File: src/rtl/control_adc_spi.sv
// control_adc_spi: derives ADC CS/SCLK frame timing and per-bit/per-frame strobes from clk.
// Define ADC_POWERDOWN_EN to add the ADC power-down (PDOWN) and wake-up (WAKE) frames.
module control_adc_spi #(
    parameter int HALF_SCLK  = 5,
    parameter int SAMPLE_DIV = 2268,
    parameter int QUIET      = 10
) (
    input  logic       clk,
    input  logic       reset,
    input  logic       enable,
    output logic       CS,
    output logic       SCLK,
    output logic       sclk_fall_tick,
    output logic [3:0] bit_idx,
    output logic       frame_start,
    output logic       frame_done,
    output logic       busy,
    output logic       powered_down
);
    // state    | meaning
    // ST_IDLE  | stopped, CS/SCLK high, sample counter held at 0
    // ST_WAIT  | CS high, sample counter running towards the next frame
    // ST_SETUP | CS low, SCLK high for the ADC setup time
    // ST_SHIFT | 16 SCLK periods with data-bit strobes
    // ST_QUIET | CS high gap after a frame
    // ST_PDOWN | 8 SCLK periods without strobes, puts the ADC in power-down
    // ST_WAKE  | 16 SCLK periods without strobes, wakes the ADC
`ifdef ADC_POWERDOWN_EN
    typedef enum logic [2:0] {ST_IDLE, ST_WAIT, ST_SETUP, ST_SHIFT, ST_QUIET, ST_PDOWN, ST_WAKE} state_t;
    typedef enum logic [1:0] {K_NORM, K_PDOWN, K_WAKE} kind_t;
`else
    typedef enum logic [2:0] {ST_IDLE, ST_WAIT, ST_SETUP, ST_SHIFT, ST_QUIET} state_t;
`endif

    localparam int PMAX = (HALF_SCLK > QUIET) ? HALF_SCLK : QUIET;
    localparam int PW   = $clog2(PMAX + 1);
    localparam int SW   = $clog2(SAMPLE_DIV + 1);
    localparam logic [PW-1:0] HALF_LOAD  = PW'(HALF_SCLK - 1);
    localparam logic [PW-1:0] QUIET_LOAD = PW'(QUIET - 1);
    localparam logic [SW-1:0] SMP_LOAD   = SW'(SAMPLE_DIV - 1);

    state_t        state_q, state_d;
    logic [PW-1:0] ph_q, ph_d;
    logic [SW-1:0] smp_q, smp_d;
    logic [3:0]    bit_q, bit_d;
    logic          low_q, low_d;
    logic          shifting, cs_d, sclk_d, busy_d, tick_d;
`ifdef ADC_POWERDOWN_EN
    kind_t         kind_q, kind_d;
    logic          pd_q, pd_d;
`endif

    always_comb begin
        state_d = state_q;
        ph_d    = ph_q;
        smp_d   = (smp_q == '0) ? '0 : smp_q - SW'(1);
        bit_d   = bit_q;
        low_d   = low_q;
`ifdef ADC_POWERDOWN_EN
        kind_d  = kind_q;
        pd_d    = pd_q;
`endif
        unique case (state_q)
            ST_IDLE: begin
                smp_d = '0;
                if (enable) begin
                    state_d = ST_SETUP;
                    ph_d    = HALF_LOAD;
                    smp_d   = SMP_LOAD;
`ifdef ADC_POWERDOWN_EN
                    kind_d  = pd_q ? K_WAKE : K_NORM;
`endif
                end
            end
            ST_WAIT: begin
                if (!enable) begin
                    state_d = ST_IDLE;
                    smp_d   = '0;
                end else if (smp_q == '0) begin
                    state_d = ST_SETUP;
                    ph_d    = HALF_LOAD;
                    smp_d   = SMP_LOAD;
`ifdef ADC_POWERDOWN_EN
                    kind_d  = K_NORM;
`endif
                end
            end
            ST_SETUP: begin
                ph_d = ph_q - PW'(1);
                if (ph_q == '0) begin
                    ph_d    = HALF_LOAD;
                    low_d   = 1'b1;
                    bit_d   = 4'd15;
                    state_d = ST_SHIFT;
`ifdef ADC_POWERDOWN_EN
                    if (kind_q == K_PDOWN) begin
                        state_d = ST_PDOWN;
                        bit_d   = 4'd7;
                    end else if (kind_q == K_WAKE) begin
                        state_d = ST_WAKE;
                    end
`endif
                end
            end
            ST_QUIET: begin
                ph_d = ph_q - PW'(1);
                if (ph_q == '0) begin
`ifdef ADC_POWERDOWN_EN
                    if (kind_q == K_PDOWN) begin
                        state_d = ST_IDLE;
                        smp_d   = '0;
                        pd_d    = 1'b1;
                    end else if (enable) begin
                        state_d = ST_WAIT;
                    end else begin
                        state_d = ST_SETUP;
                        ph_d    = HALF_LOAD;
                        smp_d   = SMP_LOAD;
                        kind_d  = K_PDOWN;
                    end
`else
                    if (enable) begin
                        state_d = ST_WAIT;
                    end else begin
                        state_d = ST_IDLE;
                        smp_d   = '0;
                    end
`endif
                end
            end
            default: begin
                // every SCLK-driving state: low half, then high half, last high half ends the frame
                ph_d = ph_q - PW'(1);
                if (ph_q == '0) begin
                    ph_d = HALF_LOAD;
                    if (low_q) begin
                        low_d = 1'b0;
                    end else if (bit_q == 4'd0) begin
                        state_d = ST_QUIET;
                        ph_d    = QUIET_LOAD;
`ifdef ADC_POWERDOWN_EN
                        if (state_q == ST_WAKE) pd_d = 1'b0;
`endif
                    end else begin
                        low_d = 1'b1;
                        bit_d = bit_q - 4'd1;
                    end
                end
            end
        endcase
    end

    always_comb begin
`ifdef ADC_POWERDOWN_EN
        shifting = (state_q == ST_SHIFT) || (state_q == ST_PDOWN) || (state_q == ST_WAKE);
`else
        shifting = (state_q == ST_SHIFT);
`endif
        cs_d   = !(shifting || (state_q == ST_SETUP));
        sclk_d = !(shifting && low_q);
        busy_d = !cs_d || (state_q == ST_QUIET);
        tick_d = SCLK && !sclk_d && (state_q == ST_SHIFT);
    end

    always_ff @(posedge clk or negedge reset) begin
        if (!reset) begin
            state_q        <= ST_IDLE;
            ph_q           <= '0;
            smp_q          <= '0;
            bit_q          <= '0;
            low_q          <= 1'b0;
            CS             <= 1'b1;
            SCLK           <= 1'b1;
            sclk_fall_tick <= 1'b0;
            bit_idx        <= '0;
            frame_start    <= 1'b0;
            frame_done     <= 1'b0;
            busy           <= 1'b0;
        end else begin
            state_q        <= state_d;
            ph_q           <= ph_d;
            smp_q          <= smp_d;
            bit_q          <= bit_d;
            low_q          <= low_d;
            CS             <= cs_d;
            SCLK           <= sclk_d;
            sclk_fall_tick <= tick_d;
            frame_start    <= CS && !cs_d;
            frame_done     <= !CS && cs_d;
            busy           <= busy_d;
            if (tick_d) bit_idx <= bit_q;
        end
    end

`ifdef ADC_POWERDOWN_EN
    always_ff @(posedge clk or negedge reset) begin
        if (!reset) begin
            kind_q       <= K_NORM;
            pd_q         <= 1'b0;
            powered_down <= 1'b0;
        end else begin
            kind_q       <= kind_d;
            pd_q         <= pd_d;
            powered_down <= pd_q;
        end
    end
`else
    assign powered_down = 1'b0;
`endif
endmodule

File: config.mk
export PLATFORM = sky130hd
export DESIGN_NAME = control_adc_spi
export DESIGN_NICKNAME = d
export VERILOG_FILES = /design/src/rtl/control_adc_spi.sv
export SDC_FILE = /design/constraint.sdc
export NUM_CORES = 1
export LEC_CHECK = 0
export ABC_AREA = 0
export CORE_MARGIN = 10
export CORE_UTILIZATION = 57
export DETAILED_ROUTE_END_ITERATION = 8
export PLACE_DENSITY = 0.78
export SLEW_MARGIN = 10
export SYNTH_ARGS = -nofsm -noshare
export SYNTH_HDL_FRONTEND = slang
export SYNTH_SLANG_ARGS = --single-unit
File: constraint.sdc
create_clock -name clk -period 2.35 [get_ports clk]
set_clock_uncertainty 0.15 [all_clocks]
set_input_delay 0.47 -clock clk [delete_from_list [all_inputs] [get_ports clk]]
set_output_delay 0.47 -clock clk [all_outputs]
set_load 0.01 [all_outputs]
[Yosys cells after proc, flatten, opt, wreduce, memory -nomap -nowiden]
Index checks and enable logic that the tools add are counted.
Word-level totals
  word-level logic and storage cells: 85
  flip-flop bits (word level): 34
  bits of input ports: 3
  output and inout bits: 11
Operators by class
  reductions and logical operators: 21
  equal/unequal tests: 13
  bitwise logic cells: 1
  multiplexer cells: 35
  add/subtract/negate cells: 3
Operator list (count)
  $mux 12: 6
  $mux 4: 11
  $pmux 12 s3: 1
  $mux 3: 8
  $pmux 4 s4: 1
  $logic_not 12->1: 1
  $pmux 3 s4: 1
  $sub 12x1->12 const B: 1
  $ne 2x2->1 const B: 5
  $logic_not 4->1: 2
  $pmux 4 s2: 1
  $sub 4x1->4 const B: 2
  $reduce_and 7->1: 1
  $eq 3x2->1 const B: 2
  $logic_and 1x1->1: 5
  $mux 1: 5
  $ne 5x1->1 const B: 1
  $reduce_bool 5->1: 1
  $ne 2x1->1 const B: 2
  $reduce_and 4->1: 1
  $eq 3x1->1 const B: 1
  $eq 3x3->1 const B: 1
  $logic_not 1->1: 3
  $logic_not 3->1: 1
  other kinds (8): 9

[Logic depth before layout (Yosys ltp)]
  depth in word-level cells: 5
  gate-level depth with buffers: 6
  gate-level depth less buffers: 6

[Least setup slack after synthesis]
No wires, ideal clock.
  path kind: register -> register
  start point: register ph_q[0]
  end point: register bit_q[3]
  setup slack: 369 ps
  arrival time: 1700 ps
  cell stages (with the launch flop): 7
  period minus slack after synthesis: 1981 ps
  buffers on the path: 0
  library setup time: 131 ps
  required time: 2069 ps
  cell sequence: dfrtp_1 -> inv_1 -> ha_1 -> or3b_4 -> or3_4 -> o31ai_2 -> o31ai_1
Between the ends
  longest elaborated chain between the ends: 2
Ends and longest elaborated chain
  start, declared: line 43  | logic [PW-1:0] ph_q, ph_d;
  start signal, assigned: line 181  | ph_q <= ph_d;
  $logic_not 4->1: line 90, 134
  $reduce_and 4->1 (no source line)
  end signal, assigned: line 183  | bit_q <= bit_d;
  end, declared: line 45  | logic [3:0] bit_q, bit_d;
Every way passes these cells.
A chain may end at the register's enable or synchronous reset.

[Worst setup path in the final report]
  start point: register ph_q[0]
  end point: register bit_q[2]
Same word-level chain as after synthesis.

==> impl_metrics.ini <==
[clock_network]
clkLatencyLatePin_ps = 340
cts_hold_buf = 0
cts-htree-levels = 2
cts_resized = 0
cts_buffers = 5
clkSlewWorstSetupHoldPaths_ps = 110
clockBufferDepth = 2
tritoncts = done
cts.sinks = 34
cts_root_buf = clkbuf_4
post-cts-setup-buffer-count = 0

[placement]
gp_congestion = 0.864
portBuffers = 12
pre_cts_ws_ps = 56.0
place_hpwl_mm = 2.70

[pwr]
leakage_nw = 0.888
pwr-share-clk = 0.121
p_switching_mw = 1.22
p_comb_frac = 0.471
peakVddDrop_mv = 0.713
p_int_mw = 1.63
seqPwrFrac = 0.408
powerDensity_mw_per_mm2 = 1360
power_mw = 2.85
netSwitchingFraction = 0.427

[sta]
slew-limit-headroom = 0.664
period_share = 0.916
setup_ws_ps = 198
finalSetupViolations = 0
clock.fmax_ghz = 0.465
tns_ps = 0
hold_viol = 0
final.min_clock_period_ps = 2150
rsz0062_at_grt = no
max_slew.worst_pin.slew_ps = 504
finalMaxSlewViolations = 0

[yosys]
ys_seq_area_frac = 0.461
synthMuxAreaShare = 0.0385
syn_nets = 193
ys_async_sr_fraction = 1.00
synthXorXnorAreaFrac = 0.0379
ys_ff_latch = 34
synth_edf_count = 0
synth_top_family_by_area = simple AND/OR/NAND/NOR gates
syn_area_mm2 = 0.00185
synthAdderAreaFrac = 0.0270
synth-warning-count = 0
syn_area_per_cell_um2 = 9.95
synthFlopType = dfrtp_1
synth_compound_area_frac = 0.176
synthSimpleGateAreaFrac = 0.218
synth_cell_types = 56
synthCells = 186

[worst_setup_path]
worstPathRequired_ps = 2420
crit_path_max_fanout = 5
worstSetupEndpointType = register
start_kind = register
critical_path_class = reg2reg
worstPathArrival_ps = 2220

[global_routing]
grt_pass1_wl_mm = 6.65
grt_max_degree = 35
grt_pass1_vias = 1443
track_usage = 0.135
grt.overflow.total = 0
antenna_found_initial = 0

[floorplanning]
ios = 14
rows = 20
die_y_um = 77.0
fp.coreArea_mm2 = 0.00308
die-area_mm2 = 0.00593
initial_core_util = 0.601
die_w_um = 77.0

[drt]
finalWirelength_mm = 3.79
wire_per_inst_um = 15.3
drt_drc_violations_left = 0
vias = 1445
ant_nets = 0
drt_iter0_markers = 112
avgViaCountPerCell = 5.83
drt-pass1-iter-count = 4

[final_layout]
nFillCells = 242
syn_to_final_growth_pct = 13.3
drive_above_1_share = 0.176
num-nets-final = 210
num_antenna_cells = 0

[min_path]
hp-class = reg2reg

[run]
cap_viol_max_count = 0

[status]
status = finished clean
-- synth_stat cells (2+ instances only) --
library cell   n  area share
nand3b_1       2      0.0081
dfrtp_1       32        0.43
dfstp_2        2       0.028
inv_1          9       0.018
a32oi_1        3       0.014
or2_2          3       0.010
xor2_1         5       0.024
nor3b_1        2      0.0081
or3_1          2      0.0068
xnor2_1        3       0.014
nand2_1       14       0.028
o21ai_0       18       0.049
nand2b_1       2      0.0068
a21oi_1        5       0.014
nand4_1        2      0.0068
o31ai_1        2      0.0081
clkbuf_1       3      0.0061
nor2_1        17       0.034
mux2_2         5       0.030
nor4_1         2      0.0068
buf_2          4       0.011
o22ai_1        3       0.010
nor3_1         3      0.0081
nand3_1        5       0.014
nor2b_1        4       0.014
ha_1           4       0.027
-- area by class of cell --
type                            count  area [um^2]  share of cell area
Sequential cell                    34          853               0.407
Timing Repair Buffer               18          165              0.0788
Multi-Input combinational cell    135          925               0.441
Clock inverter                      2         12.5             0.00597
Inverter                            9         33.8              0.0161
Tap cell                           44         55.1              0.0263
Clock buffer                        6         51.3              0.0245
-- critical path: stages, from the launching register on --
cell	delay, ps
dfrtp_1	440
inv_1	80
ha_1	190
or3b_4	430
or3_4	430
o21ai_0	200
o31ai_1	110
-- logic make-up after synthesis --
family                     Yosys count
DFF                                 34
muxes                                6
buffers and inverters               17
other                                1
xor gates and xnor gates             8
AOI/OAI and AO/OA                   47
and+or+nand+nor                     69
adders and majority gates            4
-- worst paths after layout --
kind                                 start    endpoint  slack [ps]  cells past startpoint
max in group asynchronous            reset        SCLK        1350                      2
worst min-delay path            bit_idx[0]  bit_idx[0]         340                      2
min in group asynchronous            reset     ph_q[2]         360                      2
worst min register to register  bit_idx[0]  bit_idx[0]         340                      2
worst max register to register     ph_q[0]    bit_q[2]         200                      6
worst max-delay path               ph_q[0]    bit_q[2]         200                      6
-- flip-flops by register name, summed over array words and instances, names as in the netlist --
signal,flops
smp_q,12
bit_idx,4
bit_q,4
ph_q,4
state_q,3
CS,1
SCLK,1
busy,1
frame_done,1
frame_start,1
low_q,1
sclk_fall_tick,1
-- through the flow --
step / hold slack (ps) / cell area [um^2] / utilization / instances
finish: 339 / 2100 / 0.681 / 248
global route: 374 / 2100 / 0.681 / 248
CTS: 345 / 2100 / 0.681 / 248
detailed placement: 320 / 2030 / 0.660 / 240
global placement: 312 / 2030 / 0.660 / 240
floorplan: 24.4 / 1850 / - / 186
-- power groups by stage --
stage               Combinational [mW]  Sequential (mW)  Clock (mW)
floorplan                         1.05             1.05           0
global route                      1.51             1.21       0.386
finish                            1.34             1.16       0.346
global placement                  1.28             1.15           0
detailed placement                1.33             1.17           0
CTS                               1.35             1.16       0.358
-- layer usage --
layer,wire length [um],up-vias,global-route usage
met5,0,-,0
li1,-,706,-
met4,53,0,0.0639
met3,149,6,0.0408
met1,1690,712,0.157
met2,1900,21,0.221
-- placed cells by master, fill, tap and decap left out, drive strengths merged, types with 3 or more instances in the layout --
cell,instances
a32oi,3
or2,3
nand2,14
nor3b,3
o31ai,3
or3,3
nor2b,4
nor4,3
ha,4
a21oi,5
o21ai,19
mux2,6
clkdlybuf4s50,12
nor2,17
xor2,5
inv,9
nand3,6
xnor2,3
buf,6
nor3,3
o22ai,3
dfrtp,32
clkbuf,6
Note: power is estimated with default switching activity, not from simulation.
